==> src/rtl/pwm_fre_multi.sv <==
// Multi-channel PWM generator with double-buffered period/duty/mode/polarity.
// Each channel runs edge- or center-aligned and commits new settings only at a period boundary.
module pwm_fre_multi #(
  parameter  int CH = 4,
  parameter  int W  = 20,
  localparam int CW = (CH > 1) ? $clog2(CH) : 1
) (
  input  logic          clk,
  input  logic          rst,
  input  logic [CH-1:0] en,
  input  logic          wr,
  input  logic [CW-1:0] wr_ch,
  input  logic [W-1:0]  wr_period,
  input  logic [W-1:0]  wr_duty,
  input  logic          wr_mode,
  input  logic          wr_pol,
  output logic [CH-1:0] pwm,
  output logic [CH-1:0] cyc_end,
  output logic [CH-1:0] pend
);

  typedef struct packed {
    logic [W-1:0] period;
    logic [W-1:0] duty;
    logic         mode;   // 0 = edge-aligned, 1 = center-aligned
    logic         pol;    // 1 = active-low output
  } cfg_t;

  logic wr_hit;
  assign wr_hit = wr && (32'(wr_ch) < CH);

  for (genvar c = 0; c < CH; c++) begin : g_ch
    cfg_t         act_q, act_d, sh_q, sh_d;
    logic [W-1:0] cnt_q, cnt_d;
    logic         down_q, down_d;
    logic         pwm_q, pwm_d;
    logic         end_q, end_d;
    logic         pend_q, pend_d;
    logic         sel, raw, last;

    assign sel = wr_hit && (wr_ch == CW'(c));

    // P=0 parks the channel: never active, and every cycle counts as a period end.
    always_comb begin
      raw = (act_q.period != '0) && (cnt_q < act_q.duty);
      if (act_q.period == '0)
        last = 1'b1;
      else if (!act_q.mode)
        last = (cnt_q == act_q.period - W'(1));
      else
        last = down_q && (cnt_q == '0);
    end

    always_comb begin
      // NOTE: every output of this block gets a default first, so no path can leave one
      // unassigned and infer a latch.
      act_d  = act_q;
      sh_d   = sh_q;
      cnt_d  = cnt_q;
      down_d = down_q;
      pend_d = pend_q;
      pwm_d  = raw ^ act_q.pol;
      end_d  = last;

      if (!en[c] || last) begin
        act_d  = sh_q;
        pend_d = 1'b0;
        cnt_d  = '0;
        down_d = 1'b0;
        if (!en[c]) begin
          pwm_d = act_q.pol;
          end_d = 1'b0;
        end
      end else if (!act_q.mode) begin
        cnt_d = cnt_q + W'(1);
      end else if (!down_q) begin
        // The top count is held for a second cycle while the direction flips.
        if (cnt_q == act_q.period - W'(1))
          down_d = 1'b1;
        else
          cnt_d = cnt_q + W'(1);
      end else begin
        cnt_d = cnt_q - W'(1);
      end

      // A write on a commit edge lands after the commit took the old shadow, so it stays pending.
      if (sel) begin
        sh_d   = '{period: wr_period, duty: wr_duty, mode: wr_mode, pol: wr_pol};
        pend_d = 1'b1;
      end
    end

    always_ff @(posedge clk) begin
      // NOTE: state registers use non-blocking assignments so every register samples the
      // pre-edge values, regardless of statement order.
      if (rst) begin
        act_q  <= '0;
        sh_q   <= '0;
        cnt_q  <= '0;
        down_q <= 1'b0;
        pwm_q  <= 1'b0;
        end_q  <= 1'b0;
        pend_q <= 1'b0;
      end else begin
        act_q  <= act_d;
        sh_q   <= sh_d;
        cnt_q  <= cnt_d;
        down_q <= down_d;
        pwm_q  <= pwm_d;
        end_q  <= end_d;
        pend_q <= pend_d;
      end
    end

    assign pwm[c]     = pwm_q;
    assign cyc_end[c] = end_q;
    assign pend[c]    = pend_q;
  end

endmodule

==> config.mk <==
export PLATFORM = sky130hd
export DESIGN_NAME = pwm_fre_multi
export DESIGN_NICKNAME = d
export VERILOG_FILES = /design/src/rtl/pwm_fre_multi.sv
export SDC_FILE = /design/constraint.sdc
export NUM_CORES = 1
export LEC_CHECK = 0
export ABC_AREA = 1
export CAP_MARGIN = 25
export CORE_ASPECT_RATIO = 1.2
export CORE_MARGIN = 5
export CORE_UTILIZATION = 40
export CTS_CLUSTER_SIZE = 14
export DETAILED_ROUTE_END_ITERATION = 7
export SYNTH_ARGS = -nofsm -noshare
export SYNTH_HDL_FRONTEND = slang
export SYNTH_SLANG_ARGS = --single-unit
==> constraint.sdc <==
create_clock -name clk -period 3.5 [get_ports clk]
set_clock_uncertainty 0.1 [all_clocks]
set_input_delay 0.7 -clock clk [delete_from_list [all_inputs] [get_ports clk]]
set_output_delay 0.7 -clock clk [all_outputs]
set_load 0.02 [all_outputs]
==> run summary, run 1 <==
The max-slew violation count is 0. The part of the power in the clock network is 0.414. The setup TNS was 0 ps; the layout overhead on the synthesized area was 10.6%. Total grt overflow: 0. The tools report the layout net count as 4,564.

The top flip-flop cell by instance count after synthesis is sky130_fd_sc_hd__dfxtp_1. The flow ran to the end, and the final reports show no timing, DRC or antenna violations. The number of port buffers is 62, and the number of placed instances, taps included is 5,289. Across the VDD grid, the largest voltage drop is 0.388 mV. The relative contribution of sequential cells to total power is 0.404.

In this run, CTS created clock tree buffers numbering 48. In this run the critical register-to-register path is launched from g_ch[2].cnt_q[8]. Yosys printed 0 warnings. In the routed design, unresolved DRC markers number 0. For this run, the top clock speed supported by timing is 336 MHz.

During I/O placement, the number of pins put on the boundary was 63. The number of antenna diodes in the final layout is 0. The run gives 0 as the count of buffers added by post-CTS timing repair for setup. In this run the static leakage power is 14.4 nW. The power spent charging and discharging nets was 4.00 mW.

The count of unique library cells instantiated by Yosys is 47. The remaining max-slew budget at the tightest pin is 0.375, and the worst setup slack for register-to-register paths is 530 ps. The maximum cell stage delay along the critical path was 500 ps; the core outline area was 69,800 um^2. The critical path runs through a total of 10 cells. The length in cells of the worst reg-to-reg path is 10, and the number of nets with antenna violations after routing is 0.

By area the synthesized netlist is led by sky130_fd_sc_hd__dfxtp_1 31%, sky130_fd_sc_hd__nand2_1 14%, sky130_fd_sc_hd__inv_1 8.4%, sky130_fd_sc_hd__nor2_1 6.6%, sky130_fd_sc_hd__xor2_1 5.6%. The endpoint identified for the worst register-to-register timing path is g_ch[2].act_q[0]. Along the worst path, the maximum fanout reaches 42. On the final layout, the worst hold slack is 351 ps. The synthesized netlist cell count came out at 4,491. The total count of hold-check failures in the final report came out at 0. The H-tree was split into 2 levels. The number of global-route vias before repair was 25,100.

The sequential cell area fraction in the yosys report was 0.307. The number of cells on the worst hold path came out at 2. After synthesis, the most frequently instantiated cells are 1,078 x sky130_fd_sc_hd__nand2_1, 629 x sky130_fd_sc_hd__inv_1, 499 x sky130_fd_sc_hd__nor2_1, 432 x sky130_fd_sc_hd__dfxtp_1, 313 x sky130_fd_sc_hd__a21oi_1. For the post-detailed-routing wire length, the log shows 88,400 um. Post-layout utilization of the core: 0.447. TritonCTS built the clock tree. The logs give 5,376 for the final standard cell count with taps included and fillers excluded and 2,314 for the initial DRC count. After synthesis the netlist holds a flip-flop and latch count of 432. The tools report the proportion of power drawn by combinational gates as 0.182. The post-route fraction of the period consumed by the critical path works out to 0.850. The number of buffers and inverters on the critical path was 2. The fraction of registers with async set or reset after synthesis is 0. The number of enable-type register cells in the synthesized netlist was 0. The critical path goes through nor2_1, nand2_1, nor4_1, nand2_1, o31ai_1, inv_2, nand3_4, nand2_1, inv_2, nor2_1. The detailed-placement wirelength estimate is 63,100 um, and the effective utilization at floorplan is 0.404. The global routing met3 resource utilization was 0.0289.

The count of instances resized after the clock tree is built is 0. Data on the critical path arrives at its endpoint at 3370 ps. The die covers 75,900 um^2. The die is 252 um wide. The tools report the met1 layer usage reported by global route as 0.299. Before antenna repair, the detailed router went through 5 iterations. On the critical path, the stage with the largest delay is an instance of sky130_fd_sc_hd__dfxtp_1. The worst setup path is launched from a flip-flop.

The final routed wire length divided by cell count was 16.4 um. The tools report the max-cap violation count as 0. In this run the most used layer during global routing was met2.

Power spread over the standard cell area amounts to 424 nW/um^2. Grouping stages by cell kind, the critical path spends the most delay in simple AND/OR/NAND/NOR gates. The longest clock path from root to sink contains 3 buffers. First-pass GRT wire length: 139,000 um.

The path type of the worst min-delay path was reg2reg. For the mapped cell area, the log shows 28,200 um^2. For the met2 layer usage reported by global route, the log shows 0.381. In the routed layout, each cell is associated on average with a via count of 5.10. The initial antenna violation count was 5.

The tools report the internal power of the cells as 9.20 mW. Cell with the most instances after synthesis: sky130_fd_sc_hd__nand2_1. STA classifies the critical path endpoint as a flip-flop.

The cell that appears most often on the critical path is sky130_fd_sc_hd__nand2_1. The number of hold buffers added after CTS was 0. The share of Yosys cell area claimed by the top area cell type came out at 0.307. Entering global routing, the biggest net connects 84 pins. Setup repair after global routing left no endpoint under its margin.

The number of nets handed over by synthesis was 4,634. The fraction of final layout cells with drive strength greater than 1 works out to 0.0545. A synthesized cell averages 6.28 um^2.

CTS saw 432 sinks. The worst setup path is of the reg2reg kind. Summing internal, switching and leakage power gives 13.2 mW.

The tools report the vias after detailed routing as 27,400. The tools report the worst endpoint required time as 3900 ps. At the later pin of the worst-skew pair, clock insertion delay measures 610 ps. The cell at the root of the clock tree was sky130_fd_sc_hd__clkbuf_16.

The worst hold path terminates at g_ch[3].sh_q[41]. Setup violations remaining at the end of the flow were counted as 0. The post-layout minimum cycle time was 2970 ps. The worst hold path begins at g_ch[3].sh_q[41]. The overall global routing resource usage was 0.225; the height of the die was 301 um. The switching part of the total was 0.303; the worst-margin pin slew was 936 ps. Summed over all instances, the cell type with the most area after synthesis is sky130_fd_sc_hd__dfxtp_1.

After clock tree synthesis, the clock-pin slew on the worst setup and hold paths is 70 ps. Row generation in the floorplan step produced 106 rows. Weighted congestion at the end of routability-driven global placement: 0.948.
-- worst register-to-register path, stage by stage, from the launching register on --
cell                      delay [ps]
sky130_fd_sc_hd__dfxtp_1         500
sky130_fd_sc_hd__nor2_1          330
sky130_fd_sc_hd__nand2_1         110
sky130_fd_sc_hd__nor4_1          410
sky130_fd_sc_hd__nand2_1         120
sky130_fd_sc_hd__o31ai_1         300
sky130_fd_sc_hd__inv_2           270
sky130_fd_sc_hd__nand3_4         450
sky130_fd_sc_hd__nand2_1         170
sky130_fd_sc_hd__inv_2            80
sky130_fd_sc_hd__nor2_1           40
-- per-layer routing --
layer  share of wire  vias to the layer above
met5         0.00015                        -
met4           0.028                        2
met3           0.051                      157
met2            0.47                      692
met1            0.45                    12500
li1                -                    14100
-- layout by cell type, fill, tap and decap left out, types with 4 or more instances in the layout --
master / instances
sky130_fd_sc_hd__nand2_1: 1078
sky130_fd_sc_hd__inv_1: 627
sky130_fd_sc_hd__nor2_1: 498
sky130_fd_sc_hd__dfxtp_1: 432
sky130_fd_sc_hd__a21oi_1: 313
sky130_fd_sc_hd__o21ai_0: 278
sky130_fd_sc_hd__nand4_1: 224
sky130_fd_sc_hd__nand3_1: 204
sky130_fd_sc_hd__xor2_1: 180
sky130_fd_sc_hd__ha_1: 92
sky130_fd_sc_hd__buf_4: 75
sky130_fd_sc_hd__clkdlybuf4s50_1: 62
sky130_fd_sc_hd__nor3_1: 57
sky130_fd_sc_hd__clkbuf_16: 48
sky130_fd_sc_hd__xnor2_1: 43
sky130_fd_sc_hd__nor4_1: 32
sky130_fd_sc_hd__inv_2: 27
sky130_fd_sc_hd__clkinv_1: 26
sky130_fd_sc_hd__nor2_2: 20
sky130_fd_sc_hd__o21ai_1: 10
sky130_fd_sc_hd__and2_1: 10
sky130_fd_sc_hd__clkinv_2: 10
sky130_fd_sc_hd__nand3_2: 9
sky130_fd_sc_hd__buf_12: 9
sky130_fd_sc_hd__a21o_1: 8
sky130_fd_sc_hd__nand3b_1: 8
sky130_fd_sc_hd__clkbuf_8: 8
sky130_fd_sc_hd__a21boi_0: 7
sky130_fd_sc_hd__bufinv_16: 7
sky130_fd_sc_hd__nor2_4: 6
sky130_fd_sc_hd__clkbuf_1: 6
sky130_fd_sc_hd__o211ai_1: 4
-- cells by family after synthesis --
group,share of synthesized area
xor+xnor,0.0701
flops,0.307
compound gates,0.116
buf+inv,0.135
fa+ha+maj,0.0408
simple gates,0.332
-- power groups by stage --
stage	combinational (mW)	sequential, mW	clock (mW)
floorplan	1.78	5.39	0
global placement	2.37	5.44	0
detailed placement	2.39	5.44	0
CTS	2.40	5.34	5.60
global route	2.73	5.36	5.79
finish	2.40	5.34	5.46
-- state kept, by name, indices dropped and copies added, names as in the netlist --
name,cells
g_ch.act_q,168
g_ch.cnt_q,80
g_ch.down_q,4
g_ch.end_q,4
g_ch.pend_q,4
g_ch.pwm_q,4
g_ch.sh_q,168
-- worst max path at each step --
| stage | startpoint | end | slack [ps] |
|---|---|---|---|
| global placement | g_ch[3].act_q[22] | g_ch[3].act_q[25] | 620 |
| global route | g_ch[0].act_q[22] | g_ch[0].cnt_q[16] | 260 |
| floorplan | g_ch[2].act_q[22] | g_ch[2].act_q[10] | 1200 |
| finish | g_ch[2].cnt_q[8] | g_ch[2].act_q[0] | 530 |
| CTS | g_ch[0].act_q[22] | g_ch[0].cnt_q[16] | 540 |
| detailed placement | g_ch[0].act_q[22] | g_ch[0].cnt_q[16] | 550 |
-- layout make-up --
cell class | instances | area, um^2
flip-flops and latches | 432 | 8650
inverters | 681 | 2560
fillers | 7606 | 38600
clock buffers | 62 | 1330
well taps | 918 | 1150
multi-input cells | 3112 | 15800
repair buffers | 146 | 1360
clock inverters | 25 | 345
-- through the flow --
| stage | instance area [um^2] | worst slack [ps] |
|---|---|---|
| floorplan | 28200 | 1200 |
| global placement | 29500 | 616 |
| detailed placement | 29500 | 549 |
| CTS | 31200 | 538 |
| global route | 31200 | 262 |
| finish | 31200 | 526 |
(Power assumes the default switching activity.)
==> inputs of run 2 (changes only) <==
- clock period: 3.5 -> 2.6 ns (I/O delays scaled with it)
==> run 2 against run 1 <==
  * Total power rose by 40%
  * Critical path depth rose by 6
  * Routed wire length rose by 7.2%
  * Final cell count rose by 3.4%
  * Count of clock-buffer cells in the layout rose by 6
==> run summary, run 2 (synthesis gave the netlist of run 1 again) <==
The flow ran to the end, and the final reports show no timing, DRC or antenna violations. The tools report the final design instance area without fill as 34,000 um^2 (+9.0%). Detailed-placement wirelength estimate: 67,100 um (+6.3%).

Most common library cell in the layout ignoring fill and taps: sky130_fd_sc_hd__nand2_1. For the count of final setup violators, the log shows 0 (unchanged). By startpoint and endpoint, the worst setup path is classified as reg2reg. The power per standard cell area was 546 nW/um^2 (+29%); the core outline area was 69,800 um^2 (unchanged).

The post-layout minimum cycle time was 2570 ps (-402 ps). The number of port buffers was 62 (unchanged). Total count of hold-check failures in the final report: 0 (unchanged). The run gives 0.934 (-1.5%) as the weighted congestion at the end of routability-driven global placement.

The number of placed instances, taps included is 5,420 (+2.5%). The tools report the post-route DRC violation count as 0 (unchanged). The logs give 0.233 (+0.00835) for the overall global routing resource usage and 63 (-25%) for the largest net degree at the start of global routing. The maximum fanout along the worst path is 6 (-86%), and the post-route fraction of the period consumed by the critical path is 0.989 (+0.140). The number of standard-cell rows in the floorplan is 106 (unchanged). The final routed wire length divided by cell count came out at 17.0 um (+3.7%). The initial antenna violation count is 4 (-1), and the clock-pin slew on the worst setup and hold paths is 70 ps (about the same). The cell at the root of the clock tree is sky130_fd_sc_hd__clkbuf_16.

The cell with the largest stage delay on the worst path was sky130_fd_sc_hd__dfxtp_2. The logs give 26,300 (+4.6%) for the number of global-route vias before repair and 7,234 (-4.9%) for the fill cell total of the finished layout. For the remaining max-slew budget at the tightest pin, the log shows 0.581 (+0.206). The number of buffers and inverters on the critical path was 2 (unchanged). The critical path goes through inv_4, ha_4, xnor2_1, nor2_1, nand2_1, nor2_2, nand3_2, nor2_1, nand3_1, nor2_4, nand4_4, nand3_4, clkbuf_16, nand2_1, nand2_1, nor2_1. The maximum vdd ir drop was 0.469 mV (+21%).

Broken down by cell family, the worst path's largest delay share belongs to simple AND/OR/NAND/NOR gates. The tools report the critical path data arrival time as 2980 ps (-390 ps). Leaving out fill and tap cells, the most frequent cells in the layout are 996 x sky130_fd_sc_hd__nand2_1, 593 x sky130_fd_sc_hd__inv_1, 444 x sky130_fd_sc_hd__nor2_1. The area growth from synthesis to layout is 20.6%. The tools report the die area as 75,900 um^2 (unchanged). The number of buffers added by the clock tree synthesis step is 49 (+2.1%). The tools report the first-pass iteration count of the detailed router as 6 (+1). The max-cap violation count was 0 (unchanged). The overall die width works out to 252 um (unchanged).

The largest registers in the layout are g_ch.act_q: 168 flops, g_ch.sh_q: 168 flops, g_ch.cnt_q: 80 flops. The final standard cell count with taps included and fillers excluded was 5,557 (+3.4%). The max-slew violation count came out at 0 (unchanged). The path class of the tightest hold or removal check is reg2reg.

The layout net count came out at 4,743 (+3.9%). The overall power consumption is 18.5 mW (+40%), and the via density per instance is 5.16 (+1.3%). The run gives 0 (unchanged) as the total grt overflow. The initial DRC count is 2,323 (+0.39%). The height of the die is 301 um (unchanged), and the post-placement cell area is 30,600 um^2 (+3.9%). The tools report the critical path capture point type as a flip-flop.

STA classifies the critical path startpoint as a flip-flop. The worst-margin pin slew was 627 ps (-309 ps). Count of hold-fix buffers inserted at cts: 0 (unchanged). The logs give 610 ps (about the same) for the insertion delay to the later sink of the worst-skew pair and 2 (unchanged) for the H-tree depth. Top-level I/O count: 63 (unchanged). Worst hold path startpoint: g_ch[2].sh_q[39]. The launch point of the worst path was g_ch[1].act_q[23]. The tools report the buffer levels on the longest clock path as 3 (unchanged).

The worst endpoint required time came out at 3010 ps (-890 ps). The highest clock frequency the design can meet is 389 MHz (+16%). The fraction of final layout cells with drive strength greater than 1 is 0.140 (+0.0852). TritonCTS built the clock tree. The effective utilization at floorplan is 0.404 (unchanged). Setup repair after global routing could not meet its margin everywhere.

The logs give 350 ps (-1.65 ps) for the tightest hold margin and 94,700 um (+7.2%) for the post-detailed-routing wire length. The run gives 144,000 um (+3.2%) as the first-pass GRT wire length. The reg-to-reg critical path startpoint is g_ch[1].act_q[23]. The number of nets with antenna violations after routing was 0 (unchanged). The tools report the static leakage as 15.7 nW (+8.5%). The maximum cell stage delay along the critical path was 350 ps (-150 ps).

The logs give 432 (unchanged) for the number of clock sinks seen by CTS and 28,700 (+4.7%) for the vias after detailed routing.
## run 2: cell types whose count changed in the layout (fill, tap and decap cells not counted), moves of 29 or more
cell	before	now
sky130_fd_sc_hd__buf_4	75	203
sky130_fd_sc_hd__nor2_1	498	444
sky130_fd_sc_hd__nand2_4	0	29
sky130_fd_sc_hd__inv_2	27	65
sky130_fd_sc_hd__inv_1	627	593
sky130_fd_sc_hd__nor2_4	6	36
sky130_fd_sc_hd__nand2_1	1078	996
sky130_fd_sc_hd__nand2_2	3	56
## run 2: power by group
part	total [mW]	switching [mW]	internal (mW)
sequential	7.20	0.229	6.97
clock	7.33	3.06	4.27
combinational	4.01	2.48	1.54
## run 2: through the flow
stage	TNS, ps	utilization	setup slack (ps)
floorplan	0	-	301
global placement	-188	0.439	-34.2
detailed placement	-62.0	0.439	-21.5
CTS	-41.8	0.464	-18.7
global route	-5360	0.487	-91.4
finish	0	0.487	28.0
## run 2: repair_timing
| item | CTS | global route |
|---|---|---|
| gates resized for setup | 5 | 317 |
| setup buffers | 0 | 21 |
| pin swaps | 2 | 79 |
| cloned | 1 | 25 |
| setup endpoints to repair | 30 | 260 |
## run 2: final timing paths
| check | slack (ps) | end | depth (start not counted) |
|---|---|---|---|
| setup reg to reg | 30 | g_ch[1].act_q[38] | 16 |
| setup / recovery | 30 | g_ch[1].act_q[38] | 16 |
| hold / removal | 350 | g_ch[2].sh_q[39] | 2 |
| hold reg to reg | 350 | g_ch[2].sh_q[39] | 2 |
## run 2: tightest hold or removal path, cell delays in order (launching register included)
cell and delay [ps]:
sky130_fd_sc_hd__dfxtp_1 300, sky130_fd_sc_hd__inv_1 60, sky130_fd_sc_hd__a21oi_1 50
## run 2: routing by layer
metal / vias up / global-route usage / share of wire
met2: 803 / 0.404 / 0.49
met1: 13200 / 0.304 / 0.42
met4: 4 / 0.0741 / 0.034
li1: 14500 / - / -
met5: - / 0 / 0.00029
met3: 195 / 0.0257 / 0.054
## run 2: area by class of cell
cell class | count | area, um^2 | share of cell area
multi-input cells | 3114 | 16700 | 0.491
well taps | 918 | 1150 | 0.0338
flip-flops and latches | 432 | 8680 | 0.255
clock buffers | 68 | 1400 | 0.0411
inverters | 681 | 2570 | 0.0756
clock inverters | 21 | 280 | 0.00825
diodes | 1 | 2.50 | 0.0000736
repair buffers | 322 | 3210 | 0.0943
==> inputs of run 3 (changes only) <==
- clock period: 2.6 -> 2.22 ns (I/O delays scaled with it)
==> run 3 against run 2 <==
  * The run now ends with negative setup slack left
  * Via count grew 5.4%
  * Fmax shrank 1.7%
  * Clock power grew 14%
  * Worst setup slack lost 430 ps
  * Final cell count grew 6.6%
  * Highest routed layer unchanged
  * First-iteration DRC count shrank 7.4%
  * Combinational power grew 45%
  * Largest power group is now sequential cells
  * Largest cell class unchanged
  * Final area grew 13%
==> run summary, run 3 (synthesis gave the netlist of run 1 again) <==
The maximum fanout along the worst path was 8 (+2). For the remaining max-slew budget at the tightest pin, the log shows 0.663 (+0.0814). The effective utilization at floorplan came out at 0.404 (unchanged). The internal power of the cells came out at 15.5 mW (+21%). The largest net degree at the start of global routing is 79 (+25%), and the vias after detailed routing is 30,200 (+5.4%).

Height of the die: 301 um (unchanged). The top cell types in the final layout, fill and taps aside, are 878 x sky130_fd_sc_hd__nand2_1, 560 x sky130_fd_sc_hd__inv_1, 522 x sky130_fd_sc_hd__buf_4. The post-layout minimum cycle time was 2620 ps (+45.6 ps). The run gives 263 (+263) as the count of final setup violators. The tools report the worst endpoint required time as 2610 ps (-400 ps). The first-pass GRT wire length is 149,000 um (+3.6%), and the fraction of final layout cells with drive strength greater than 1 is 0.254 (+0.114). The proportion of power drawn by combinational gates is 0.257 (+0.041), and the post-detailed-routing wire length is 101,000 um (+6.2%).

The detailed-placement wirelength estimate is 70,000 um (+4.4%), and the H-tree depth is 2 (unchanged). Power spent charging and discharging nets: 7.08 mW (+23%). The tools report the insertion delay to the later sink of the worst-skew pair as 610 ps (about the same). The final standard cell count with taps included and fillers excluded was 5,923 (+6.6%). The terminating pin of the worst hold path was g_ch[0].sh_q[9].

The run gives 75,900 um^2 (unchanged) as the die area. The root buffer cell chosen for the clock tree is sky130_fd_sc_hd__clkbuf_16. The worst setup path is launched from a flip-flop. The logs give 0 (unchanged) for the number of nets with antenna violations after routing and 0 (unchanged) for the count of hold-fix buffers inserted at cts. Core outline area: 69,800 um^2 (unchanged).

The tightest hold margin was 352 ps (+2.44 ps); the final routed wire length divided by cell count was 17.0 um (-0.36%). In the final layout, the registers with the most flip-flops are g_ch.act_q: 168 flops, g_ch.sh_q: 168 flops, g_ch.cnt_q: 80 flops. The tools report the overall global routing resource usage as 0.242 (+0.00907). Endpoint of the worst register-to-register path: g_ch[1].cnt_q[4]. The number of buffers and inverters on the critical path came out at 4 (+2). The tools report the reg-to-reg critical path startpoint as g_ch[1].act_q[22]. The tools report the max-cap violation count as 0 (unchanged). The maximum vdd ir drop was 0.665 mV (+42%); the clock-pin slew on the worst setup and hold paths was 70 ps (about the same). The critical path data arrival time came out at 3010 ps (+30 ps). The total count of hold-check failures in the final report was 0 (unchanged); the via density per instance was 5.10 (-1.1%). The setup TNS is -68,650 ps (-68,650 ps). The overall die width is 252 um (unchanged). The run gives 0.966 (+3.5%) as the weighted congestion at the end of routability-driven global placement.

The max-slew violation count is 0 (unchanged), and the post-route DRC violation count is 0 (unchanged). The logs give 38,400 um^2 (+13%) for the final design instance area without fill and 17.8 nW (+14%) for the static leakage. The cell with the largest stage delay on the worst path is sky130_fd_sc_hd__nor3_4. Number of global-route vias before repair: 27,500 (+4.6%).

The layout overhead on the synthesized area is 36.2%, and the final worst setup slack is -398 ps (-426 ps). Buffer levels on the longest clock path: 3 (unchanged). For the relative contribution of sequential cells to total power, the log shows 0.372 (-0.016).

The tools report the total grt overflow as 0 (unchanged). The initial antenna violation count came out at 7 (+3). The run gives 63 (unchanged) as the top-level I/O count. The length in cells of the worst reg-to-reg path is 15 (-1). The critical path capture point type was a flip-flop.

The final reports fail on negative setup slack. Number of cells on the worst hold path: 2 (unchanged). The tools report the highest clock frequency the design can meet as 382 MHz (-1.7%).

The power per standard cell area was 588 nW/um^2 (+7.8%). Number of buffers added by the clock tree synthesis step: 47 (-4.1%). The overall power consumption is 22.6 mW (+22%).

The most common library cell in the layout ignoring fill and taps is sky130_fd_sc_hd__nand2_1. The critical path starts at g_ch[1].act_q[22]. Walking the worst path, the cells encountered are inv_2, ha_4, nand3_4, nor2_4, nand2_1, xor2_1, buf_4, inv_2, nor2_1, nand3_1, nor3_4, nand3_4, clkbuf_16, nand2_1, a21oi_1. The flow ran to the end, but the final reports show violations.

The logs give -400 ps (-430 ps) for the worst setup slack for register-to-register paths and 2,152 (-7.4%) for the initial DRC count. The tools report the number of placed instances, taps included as 5,734 (+5.8%). The number of port buffers works out to 62 (unchanged). Kind of critical path: reg2reg. The tools report the part of the power in the clock network as 0.371 (-0.024). TritonCTS built the clock tree. The maximum cell stage delay along the critical path is 340 ps (about the same). The number of clock sinks seen by CTS was 432 (unchanged).

Setup repair after global routing could not meet its margin everywhere. The path type of the worst min-delay path is reg2reg. The post-route fraction of the period consumed by the critical path was 1.18 (+0.190).

For the number of standard-cell rows in the floorplan, the log shows 106 (unchanged). Switching part of the total: 0.313 (+0.00243). In this run the most critical hold path is launched from g_ch[0].sh_q[9]. The post-placement cell area is 33,200 um^2 (+8.3%).

The run gives 5,110 (+7.7%) as the layout net count. The worst-margin pin slew works out to 504 ps (-123 ps). The top cell family by delay on the critical path is simple AND/OR/NAND/NOR gates.

The first-pass iteration count of the detailed router came out at 7 (+1).
==> run 3: how the worst max path moves through the flow <==
| stage | to | cells after the start |
|---|---|---|
| 2_1_floorplan | g_ch[0].cnt_q[10] | 16 |
| 3_5_place_dp | g_ch[0].act_q[6] | 15 |
| 4_1_cts | g_ch[2].cnt_q[11] | 17 |
| 3_3_place_gp | g_ch[0].act_q[12] | 14 |
| 5_1_grt | g_ch[2].act_q[33] | 17 |
| 6_report | g_ch[1].cnt_q[4] | 15 |
==> run 3: what timing repair did <==
item	CTS	global route
pin swaps	67	134
setup endpoints to repair	263	265
setup buffers	30	35
cloned	15	27
resized for setup	246	479
==> run 3: power by group through the flow <==
stage	Combinational [mW]	Clock (mW)	Sequential (mW)
6_report	5.81	8.38	8.40
5_1_grt	6.33	8.80	8.44
4_1_cts	5.04	8.53	8.38
3_5_place_dp	4.58	0	8.54
3_3_place_gp	4.55	0	8.53
2_1_floorplan	2.84	0	8.49
==> run 3: area by class of cell <==
class | instances | area [um^2]
Timing Repair Buffer | 692 | 6490
Clock inverter | 23 | 303
Antenna cell | 4 | 10.0
Sequential cell | 432 | 8680
Tap cell | 918 | 1150
Multi-Input combinational cell | 3113 | 17900
Inverter | 681 | 2570
Clock buffer | 60 | 1310
Fill cell | 6826 | 31400
==> run 3: worst reg2reg max path: stages (launching register included) <==
cell and delay, ps:
sky130_fd_sc_hd__dfxtp_2 330, sky130_fd_sc_hd__inv_2 70, sky130_fd_sc_hd__ha_4 170, sky130_fd_sc_hd__nand3_4 130, sky130_fd_sc_hd__nor2_4 190, sky130_fd_sc_hd__nand2_1 90, sky130_fd_sc_hd__xor2_1 190, sky130_fd_sc_hd__buf_4 140
sky130_fd_sc_hd__inv_2 20, sky130_fd_sc_hd__nor2_1 100, sky130_fd_sc_hd__nand3_1 150, sky130_fd_sc_hd__nor3_4 340, sky130_fd_sc_hd__nand3_4 170, sky130_fd_sc_hd__clkbuf_16 220, sky130_fd_sc_hd__nand2_1 70, sky130_fd_sc_hd__a21oi_1 50
==> run 3: metrics by stage <==
| stage | util | setup slack, ps |
|---|---|---|
| floorplan | - | -21.3 |
| finish | 0.550 | -398 |
| CTS | 0.518 | -230 |
| global placement | 0.476 | -359 |
| detailed placement | 0.476 | -370 |
| global route | 0.550 | -511 |
==> run 3: layer usage <==
layer  global-route usage  up-vias  wire length (um)
met1                0.314    14000             42800
met2                0.415      821             48800
met4               0.0830        2              4070
met5                    0        -                20
li1                     -    15200                 -
met3               0.0303      222              4940
